File: config.mk
export PLATFORM = sky130hd
export DESIGN_NAME = v_notify_coalesce
export DESIGN_NICKNAME = d
export VERILOG_FILES = /design/src/rtl/cfg_pkg.sv /design/src/rtl/v_pkg.sv /design/src/rtl/v_notify_coalesce_fifo.sv /design/src/rtl/v_notify_coalesce.sv
export SDC_FILE = /design/constraint.sdc
export NUM_CORES = 1
export LEC_CHECK = 0
export BUFFER_PORTS_ARGS = -buffer_cell sky130_fd_sc_hd__buf_4
export CORE_MARGIN = 2
export CORE_UTILIZATION = 55
export CTS_CLUSTER_DIAMETER = 100
export CTS_CLUSTER_SIZE = 10
export DETAILED_ROUTE_END_ITERATION = 8
export PLACE_DENSITY = 0.74
export SLEW_MARGIN = 20
export SYNTH_ARGS = -nofsm -noshare
export SYNTH_HDL_FRONTEND = slang
export SYNTH_HIERARCHICAL = 1
export SYNTH_SLANG_ARGS = --single-unit
File: constraint.sdc
create_clock -name clk -period 3.54 [get_ports clk]
set_clock_uncertainty 0.05 [all_clocks]
set_input_delay 0.177 -clock clk [delete_from_list [all_inputs] [get_ports clk]]
set_output_delay 0.177 -clock clk [all_outputs]
set_load 0.02 [all_outputs]
File: src/rtl/cfg_pkg.sv
// Build-wide configuration shared by the lv0 notify path.
package cfg_pkg;
  localparam int unsigned PROD_N = 8;
endpackage

File: src/rtl/v_pkg.sv
// Common types for the lv0 notify bus and its egress beat.
package v_pkg;
  localparam int unsigned ID_W = (cfg_pkg::PROD_N > 1) ? $clog2(cfg_pkg::PROD_N) : 1;

  typedef logic [ID_W-1:0] id_t;
  typedef logic [15:0]     key_t;
  typedef logic [15:0]     size_t;

  typedef struct packed {
    id_t   prod_id;
    key_t  key;
    size_t size;
  } ntf_t;
endpackage

File: src/rtl/v_notify_coalesce_fifo.sv
// Product-ID FIFO, flop storage; pointers carry a wrap bit to tell full from empty.
module v_notify_coalesce_fifo
  import v_pkg::*;
#(
  parameter int unsigned DEPTH = cfg_pkg::PROD_N
) (
  input  logic clk,
  input  logic arst_n,
  input  logic push,
  input  id_t  push_id,
  input  logic pop,
  output id_t  head_id,
  output logic empty,
  output logic full
);
  localparam int unsigned AW = (DEPTH > 1) ? $clog2(DEPTH) : 1;

  typedef logic [AW:0] ptr_t;

  ptr_t wr_ptr;
  ptr_t rd_ptr;
  id_t  mem [DEPTH];

  // Low bits wrap at DEPTH-1 so non-power-of-two depths still work.
  function automatic ptr_t ptr_inc(input ptr_t p);
    ptr_t r;
    if (p[AW-1:0] == AW'(DEPTH - 1)) begin
      r     = '0;
      r[AW] = ~p[AW];
    end else begin
      r = p + 1'b1;
    end
    return r;
  endfunction

  assign empty   = (wr_ptr == rd_ptr);
  assign full    = (wr_ptr[AW] != rd_ptr[AW]) && (wr_ptr[AW-1:0] == rd_ptr[AW-1:0]);
  assign head_id = mem[rd_ptr[AW-1:0]];

  always_ff @(posedge clk or negedge arst_n) begin
    if (!arst_n) begin
      wr_ptr <= '0;
      rd_ptr <= '0;
    end else begin
      if (push) wr_ptr <= ptr_inc(wr_ptr);
      if (pop)  rd_ptr <= ptr_inc(rd_ptr);
    end
  end

  always_ff @(posedge clk) begin
    if (push) mem[wr_ptr[AW-1:0]] <= push_id;
  end
endmodule

File: src/rtl/v_notify_coalesce.sv
// Absorbs lv0 notifications into a per-product table and replays pending
// products in first-notified order on a valid/ready egress.
module v_notify_coalesce
  import v_pkg::*;
#(
  parameter int unsigned PROD_N = cfg_pkg::PROD_N,
  parameter int unsigned CNT_W  = 16
) (
  input  logic             clk,
  input  logic             arst_n,
  input  logic             i_lv0_vld_r,
  input  id_t              i_lv0_prod_id_r,
  input  key_t             i_lv0_key_r,
  input  size_t            i_lv0_size_r,
  output logic             o_ntf_vld_r,
  input  logic             i_ntf_rdy,
  output id_t              o_ntf_prod_id_r,
  output key_t             o_ntf_key_r,
  output size_t            o_ntf_size_r,
  output logic [CNT_W-1:0] o_coalesce_cnt_r
);
  logic [PROD_N-1:0] pend;
  logic [PROD_N-1:0] pend_nxt;
  key_t              tbl_key  [PROD_N];
  size_t             tbl_size [PROD_N];
  ntf_t              egr;
  logic              egr_vld;
  logic [CNT_W-1:0]  cnt;

  id_t  head_id;
  logic fifo_empty;
  logic fifo_full_unused;
  logic pop;
  logic push;
  logic collide;
  logic hit_pend;
  logic coalesce;

  assign pop      = ~fifo_empty & (~egr_vld | i_ntf_rdy);
  assign hit_pend = pend[i_lv0_prod_id_r];
  assign collide  = pop && (head_id == i_lv0_prod_id_r);
  // A collision with the popping head re-queues the product rather than coalescing.
  assign push     = i_lv0_vld_r & (~hit_pend | collide);
  assign coalesce = i_lv0_vld_r & hit_pend & ~collide;

  v_notify_coalesce_fifo #(.DEPTH(PROD_N)) u_fifo (
    .clk     (clk),
    .arst_n  (arst_n),
    .push    (push),
    .push_id (i_lv0_prod_id_r),
    .pop     (pop),
    .head_id (head_id),
    .empty   (fifo_empty),
    .full    (fifo_full_unused)
  );

  always_comb begin
    pend_nxt = pend;
    if (pop)         pend_nxt[head_id]         = 1'b0;
    if (i_lv0_vld_r) pend_nxt[i_lv0_prod_id_r] = 1'b1;
  end

  always_ff @(posedge clk or negedge arst_n) begin
    if (!arst_n) pend <= '0;
    else         pend <= pend_nxt;
  end

  always_ff @(posedge clk) begin
    if (i_lv0_vld_r) begin
      tbl_key[i_lv0_prod_id_r]  <= i_lv0_key_r;
      tbl_size[i_lv0_prod_id_r] <= i_lv0_size_r;
    end
  end

  always_ff @(posedge clk or negedge arst_n) begin
    if (!arst_n) begin
      egr     <= '0;
      egr_vld <= 1'b0;
      cnt     <= '0;
    end else begin
      if (pop) begin
        egr.prod_id <= head_id;
        egr.key     <= tbl_key[head_id];
        egr.size    <= tbl_size[head_id];
        egr_vld     <= 1'b1;
      end else if (i_ntf_rdy) begin
        egr_vld <= 1'b0;
      end
      if (coalesce && (cnt != '1)) cnt <= cnt + 1'b1;
    end
  end

  assign o_ntf_vld_r      = egr_vld;
  assign o_ntf_prod_id_r  = egr.prod_id;
  assign o_ntf_key_r      = egr.key;
  assign o_ntf_size_r     = egr.size;
  assign o_coalesce_cnt_r = cnt;
endmodule
==> results of run 1 <==
-- state kept, by name, summed over array words and instances, names as in the netlist --
name / cells
u_fifo/wr_ptr: 4
o_ntf_vld_r: 1
o_ntf_key_r: 16
o_coalesce_cnt_r: 16
u_fifo/rd_ptr: 4
pend: 8
u_fifo/mem: 24
tbl_size: 128
o_ntf_prod_id_r: 3
o_ntf_size_r: 16
tbl_key: 128
-- final cells by class --
class	count	area, um2
multi-input cells	318	3306
well taps	324	405.4
repair buffers	149	1244
inverters	4	15.01
clock inverters	1	16.27
clock buffers	71	1170
flip-flops and latches	348	10110
fillers	1578	7983
-- stage by stage --
step | hold slack [ns] | setup slack [ns] | utilization
floorplan | -0.1686 | 0.2800 | -
global placement | 0.3531 | 0.2018 | 0.6059
detailed placement | 0.3601 | 0.05700 | 0.6059
CTS | 0.09869 | 0.04970 | 0.6701
global route | 0.1056 | 0.03831 | 0.6708
finish | 0.1175 | 0.2350 | 0.6708
-- power by group through the flow --
stage	combinational, W	clock [W]	sequential [W]
global placement	0.00434	0	0.00531
global route	0.00484	0.00394	0.00533
floorplan	0.00302	0	0.00551
finish	0.00444	0.00369	0.00527
CTS	0.00452	0.00376	0.00527
detailed placement	0.00446	0	0.00535
-- worst min-delay path by stage --
stage          slack (ns)             endpoint
3_5_place_dp         0.36   o_ntf_prod_id_r[1]
5_1_grt              0.11  o_coalesce_cnt_r[2]
2_1_floorplan       -0.17  o_coalesce_cnt_r[0]
3_3_place_gp         0.35       tbl_size[1][2]
4_1_cts               0.1  o_coalesce_cnt_r[2]
6_report             0.12  o_coalesce_cnt_r[2]
-- routing by layer --
metal | vias up | wire [um]
met5 | - | 0
met4 | 0 | 482
met3 | 42 | 1668
met2 | 233 | 13450
met1 | 3566 | 10970
li1 | 3100 | -
-- timing repair --
action                     4_1_cts  5_1_grt
gates resized for setup          0        3
hold buffers                    37        0
setup endpoints to repair        0       20
hold endpoints to repair       349        0
-- tightest hold or removal path, cell delays in order --
cell,delay (ns)
buf_4,0.14
o31a_1,0.14
nand4_1,0.12
xnor2_1,0.07
-- placed cells by master, fill, tap and decap left out, drive strengths merged --
master,instances
a21boi,1
and3,2
dfrtp,68
or3,3
a2111oi,1
nand3,6
o211ai,1
nand2,57
nor3b,2
xor2,12
o41ai,1
nand3b,1
mux2i,33
mux2,11
inv,4
edfxtp,280
mux4,70
nor4,2
xnor2,12
o31ai,4
or3b,1
o31a,1
nor2b,2
buf,112
nand4,3
nand2b,12
nor2,18
dlygate4sd3,37
o21ai,44
clkinv,1
ha,5
nor3,12
or2b,1
clkbuf,71
==> results by group, run 1 <==
Route
  – Detailed-route wire length: 26,580 um
  – DR iter-0 viols: 712
  – Routed vias: 6,941
  – # DRC: 0
  – Routed WL per cell: 21.87 um
  – Drt first pass iters: 7
  – Post-route ant nets: 0
  – DR vias/cell: 5.713

Min path
  – Number of cells on the worst hold path: 4
  – Hold Crit Start: i_lv0_vld_r
  – Hold Path Class: input pin to register

Global routing
  – Gr busiest metal: met2
  – Vias in the first global route: 7,340
  – Met3 Use GR: 0.03796
  – Largest net degree at the start of global routing: 73
  – Initial antenna violation count: 0
  – M2 GR Usage: 0.3591
  – Met1 GRT Util: 0.2888
  – First-pass GRT wire length: 41,680 um
  – Remaining global-route overflow: 0
  – Total GRT Usage: 0.2131

Pwr
  – Switch share: 0.3041
  – PD cells: 824.5 nW/um2
  – Sequential share of power: 0.393
  – Pint: 0.009332 W
  – Tot Pwr: 0.01341 W
  – Clock network power share: 0.276
  – Max IR drop VDD: 0.6332 mV
  – Power share of the combinational group: 0.331
  – Switching power: 0.004078 W
  – Static Leak: 5.842 nW

Floorplan
  – Die H: 160.7 um
  – Io pins: 91
  – Die W: 160.7 um
  – Area of the die: 25,840 um2
  – Core ar.: 24,250 um2
  – Initial Utilization: 0.5573
  – Site Rows: 57

Timing
  – Fmax: 302.6 MHz
  – Setup TNS: 0 ns
  – RSZ-0062 raised after global routing: false
  – Hold Violations, Final: 0
  – Rel. slew slack: 0.4714
  – Worst slew pin tran: 0.7929 ns
  – Final-report setup violation count: 0
  – Minimum clock period: 3.305 ns
  – Period utilization: 0.9336
  – Final Max Slew Viols: 0

Setup path
  – Start point of the critical path: u_fifo/rd_ptr[1]
  – CP top delay family: multiplexers
  – CP Max Fanout: 8
  – Worst EP required: 3.68 ns
  – Reg2reg path depth: 10
  – WP buf/inv: 2
  – Largest stage delay, worst path: 0.53 ns
  – CP Launch Type: register
  – Critical path class: register to register
  – Worst Setup End Kind: register
  – CP Cell Sequence: buf_4 > mux4_1 > mux2_4 > xnor2_1 > nand2_1 > or3_1 > a21boi_0 > buf_4 > nand2b_1 > nor2_1
  – Reg2reg end: u_fifo/mem[4][1]
  – CP most frequent cell: buf_4
  – Worst path slowest cell: mux4_1
  – CP arrival: 3.44 ns
  – Reg2Reg Setup Slack: 0.24 ns
  – RR Startpoint: u_fifo/rd_ptr[1]
  – CP Depth: 10
  – CP Capture Point: u_fifo/mem[4][1]

CTS
  – CTS tree: done
  – Htree depth: 2
  – Root Driver: clkbuf_16
  – Post-CTS Setup Inserts: 0
  – CTS buffer count: 40
  – Clk sinks: 348
  – Clock latency on the worst-skew pair: 0.52 ns
  – CTS Buffer Depth: 3
  – CTS clk-pin slew, worst paths: 0.06 ns

Placed design
  – Inst Count DP: 1,106
  – HPWL after DPL: 15,140 um
  – Placer congestion estimate: 0.7919
  – Placed cell area: 14,690 um2
  – PortBufs: 90

Job
  – MaxCap Viol Count: 0

Synthesis
  – Avg Inst Size Synth: 19.19 um2
  – Syn nets: 748
  – Post-synthesis cell area: 13,510 um2
  – YS warnings: 6
  – Synth Instances: 704

Run status
  – Status: finished, final reports clean

Finish
  – Final instance area: 16,270 um2
  – Nets: 905
  – N_diodes: 0
  – Share of layout cells above drive strength 1: 0.2806
  – Finished Layout Cells: 1,215
  – Area delta synth->final: 20.37%
(Power assumes the default switching activity.)
==> run 2, diff against run 1 <==
- clock period: 3.54 -> 3.05 ns (I/O delays scaled with it)
==> results by group, run 2 (synthesis gave the netlist of run 1 again) <==
Run status
  – Status: finished, final reports clean

Setup path
  – Reg2reg end: u_fifo/wr_ptr[2]
  – CP Cell Sequence: mux4_1 > mux2_2 > xnor2_2 > nand2_1 > or3_4 > a21boi_4 > buf_4 > buf_4 > mux2_2
  – WP buf/inv: 2
  – CP arrival: 3.29 ns
  – RR Startpoint: u_fifo/rd_ptr[1]
  – Critical path class: register to register
  – CP Depth: 9
  – Worst Setup End Kind: register
  – Reg2reg path depth: 9
  – Largest stage delay, worst path: 0.58 ns
  – Worst EP required: 3.40 ns
  – CP Max Fanout: 7
  – CP Capture Point: u_fifo/wr_ptr[2]
  – Start point of the critical path: u_fifo/rd_ptr[1]
  – CP Launch Type: register
  – CP top delay family: multiplexers
  – Worst path slowest cell: mux4_1
  – Reg2Reg Setup Slack: 0.11 ns

Floorplan
  – Area of the die: 25,840 um2
  – Site Rows: 57
  – Die H: 160.7 um
  – Die W: 160.7 um
  – Core ar.: 24,250 um2
  – Io pins: 91
  – Initial Utilization: 0.5573

Job
  – MaxCap Viol Count: 0

CTS
  – CTS buffer count: 40
  – CTS Buffer Depth: 3
  – CTS clk-pin slew, worst paths: 0.05 ns
  – CTS tree: done
  – Htree depth: 2
  – Clock latency on the worst-skew pair: 0.53 ns
  – Clk sinks: 348
  – Root Driver: clkbuf_16

Pwr
  – Switching power: 0.004838 W
  – Tot Pwr: 0.01569 W
  – PD cells: 958.0 nW/um2
  – Static Leak: 5.876 nW
  – Clock network power share: 0.269
  – Switch share: 0.3082
  – Sequential share of power: 0.391
  – Max IR drop VDD: 0.6565 mV
  – Pint: 0.01086 W
  – Power share of the combinational group: 0.340

Route
  – Routed WL per cell: 22.10 um
  – # DRC: 0
  – Routed vias: 6,971
  – Drt first pass iters: 5
  – DR iter-0 viols: 573
  – DR vias/cell: 5.728
  – Detailed-route wire length: 26,900 um
  – Post-route ant nets: 0

Timing
  – Fmax: 340.4 MHz
  – Hold Violations, Final: 0
  – Final Max Slew Viols: 0
  – Final-report setup violation count: 0
  – Period utilization: 0.9632
  – Rel. slew slack: 0.4090
  – Worst slew pin tran: 0.8642 ns
  – Post-route setup slack: 0.1123 ns
  – Minimum clock period: 2.938 ns

Global routing
  – Initial antenna violation count: 2
  – Vias in the first global route: 7,400
  – First-pass GRT wire length: 42,170 um
  – Largest net degree at the start of global routing: 71
  – Remaining global-route overflow: 0
  – Total GRT Usage: 0.2170

Placed design
  – Placer congestion estimate: 0.7501
  – HPWL after DPL: 14,950 um
  – Placed cell area: 14,780 um2
  – PortBufs: 90
  – Setup WS pre-CTS: -0.05545 ns

Finish
  – Commonest cells after routing, fill and taps aside: 280 x edfxtp_1, 103 x buf_4, 67 x dfrtp_1
  – Final instance area: 16,380 um2
  – Nets: 906
  – Share of layout cells above drive strength 1: 0.2929
  – Area delta synth->final: 21.24%
  – Most common cell after layout, fill and taps aside: edfxtp_1

Min path
  – Hold Path Class: input pin to register
-- run 2: repair_timing --
action,4_1_cts,5_1_grt
pin swaps,0,1
hold buffers,37,0
resized for setup,1,12
setup buffers,0,1
endpoints found under the hold margin,349,0
setup endpoints to repair,19,25
-- run 2: routing by layer --
layer | part of all wire | vias up | track usage | wire [um]
met3 | 0.065 | 39 | 0.04236 | 1739
met2 | 0.52 | 259 | 0.3658 | 13870
li1 | - | 3102 | - | -
met1 | 0.40 | 3571 | 0.2903 | 10780
met4 | 0.019 | 0 | 0.06981 | 505
met5 | 0 | - | 0 | 0
-- run 2: worst min-delay path by stage --
| stage | start | endpoint | slack [ns] | depth (start not counted) |
|---|---|---|---|---|
| floorplan | arst_n | o_coalesce_cnt_r[0] | -0.19 | 0 |
| finish | i_lv0_vld_r | o_coalesce_cnt_r[2] | 0.1 | 4 |
| detailed placement | arst_n | o_ntf_size_r[5] | 0.34 | 1 |
| global route | i_lv0_vld_r | o_coalesce_cnt_r[2] | 0.11 | 4 |
| CTS | i_lv0_vld_r | o_coalesce_cnt_r[2] | 0.08 | 4 |
| global placement | i_lv0_size_r[0] | tbl_size[3][0] | 0.33 | 1 |
-- run 2: metrics by stage --
stage          utilization  hold slack (ns)  std cells   TNS (ns)
2_1_floorplan            -          -0.1931        704     -6.267
3_3_place_gp        0.6096           0.3280       1106          0
3_5_place_dp        0.6096           0.3367       1106    -0.3298
4_1_cts             0.6730          0.08075       1214          0
5_1_grt             0.6756           0.1109       1217  -0.001857
6_report            0.6756          0.09530       1217          0
-- run 2: cell type report --
cell class,count,area (um2)
clock inverter,3,47.55
antenna,2,5.005
timing repair buffer,150,1335
clock buffer,68,1116
tap,324,405.4
multi-input combinational,318,3348
inverter,4,15.01
sequential,348,10110
fill,1537,7865
-- run 2: worst min-delay path, cell delays in order --
cell	delay [ns]
buf_4	0.14
o31a_1	0.14
nand4_1	0.11
xnor2_1	0.07
-- run 2: power groups by stage --
| stage | clock, W | sequential [W] | combinational [W] |
|---|---|---|---|
| finish | 0.00422 | 0.00613 | 0.00534 |
| global route | 0.00452 | 0.00619 | 0.00577 |
| CTS | 0.00430 | 0.00612 | 0.00537 |
| detailed placement | 0 | 0.00620 | 0.00531 |
| global placement | 0 | 0.00616 | 0.00517 |
| floorplan | 0 | 0.00640 | 0.00351 |
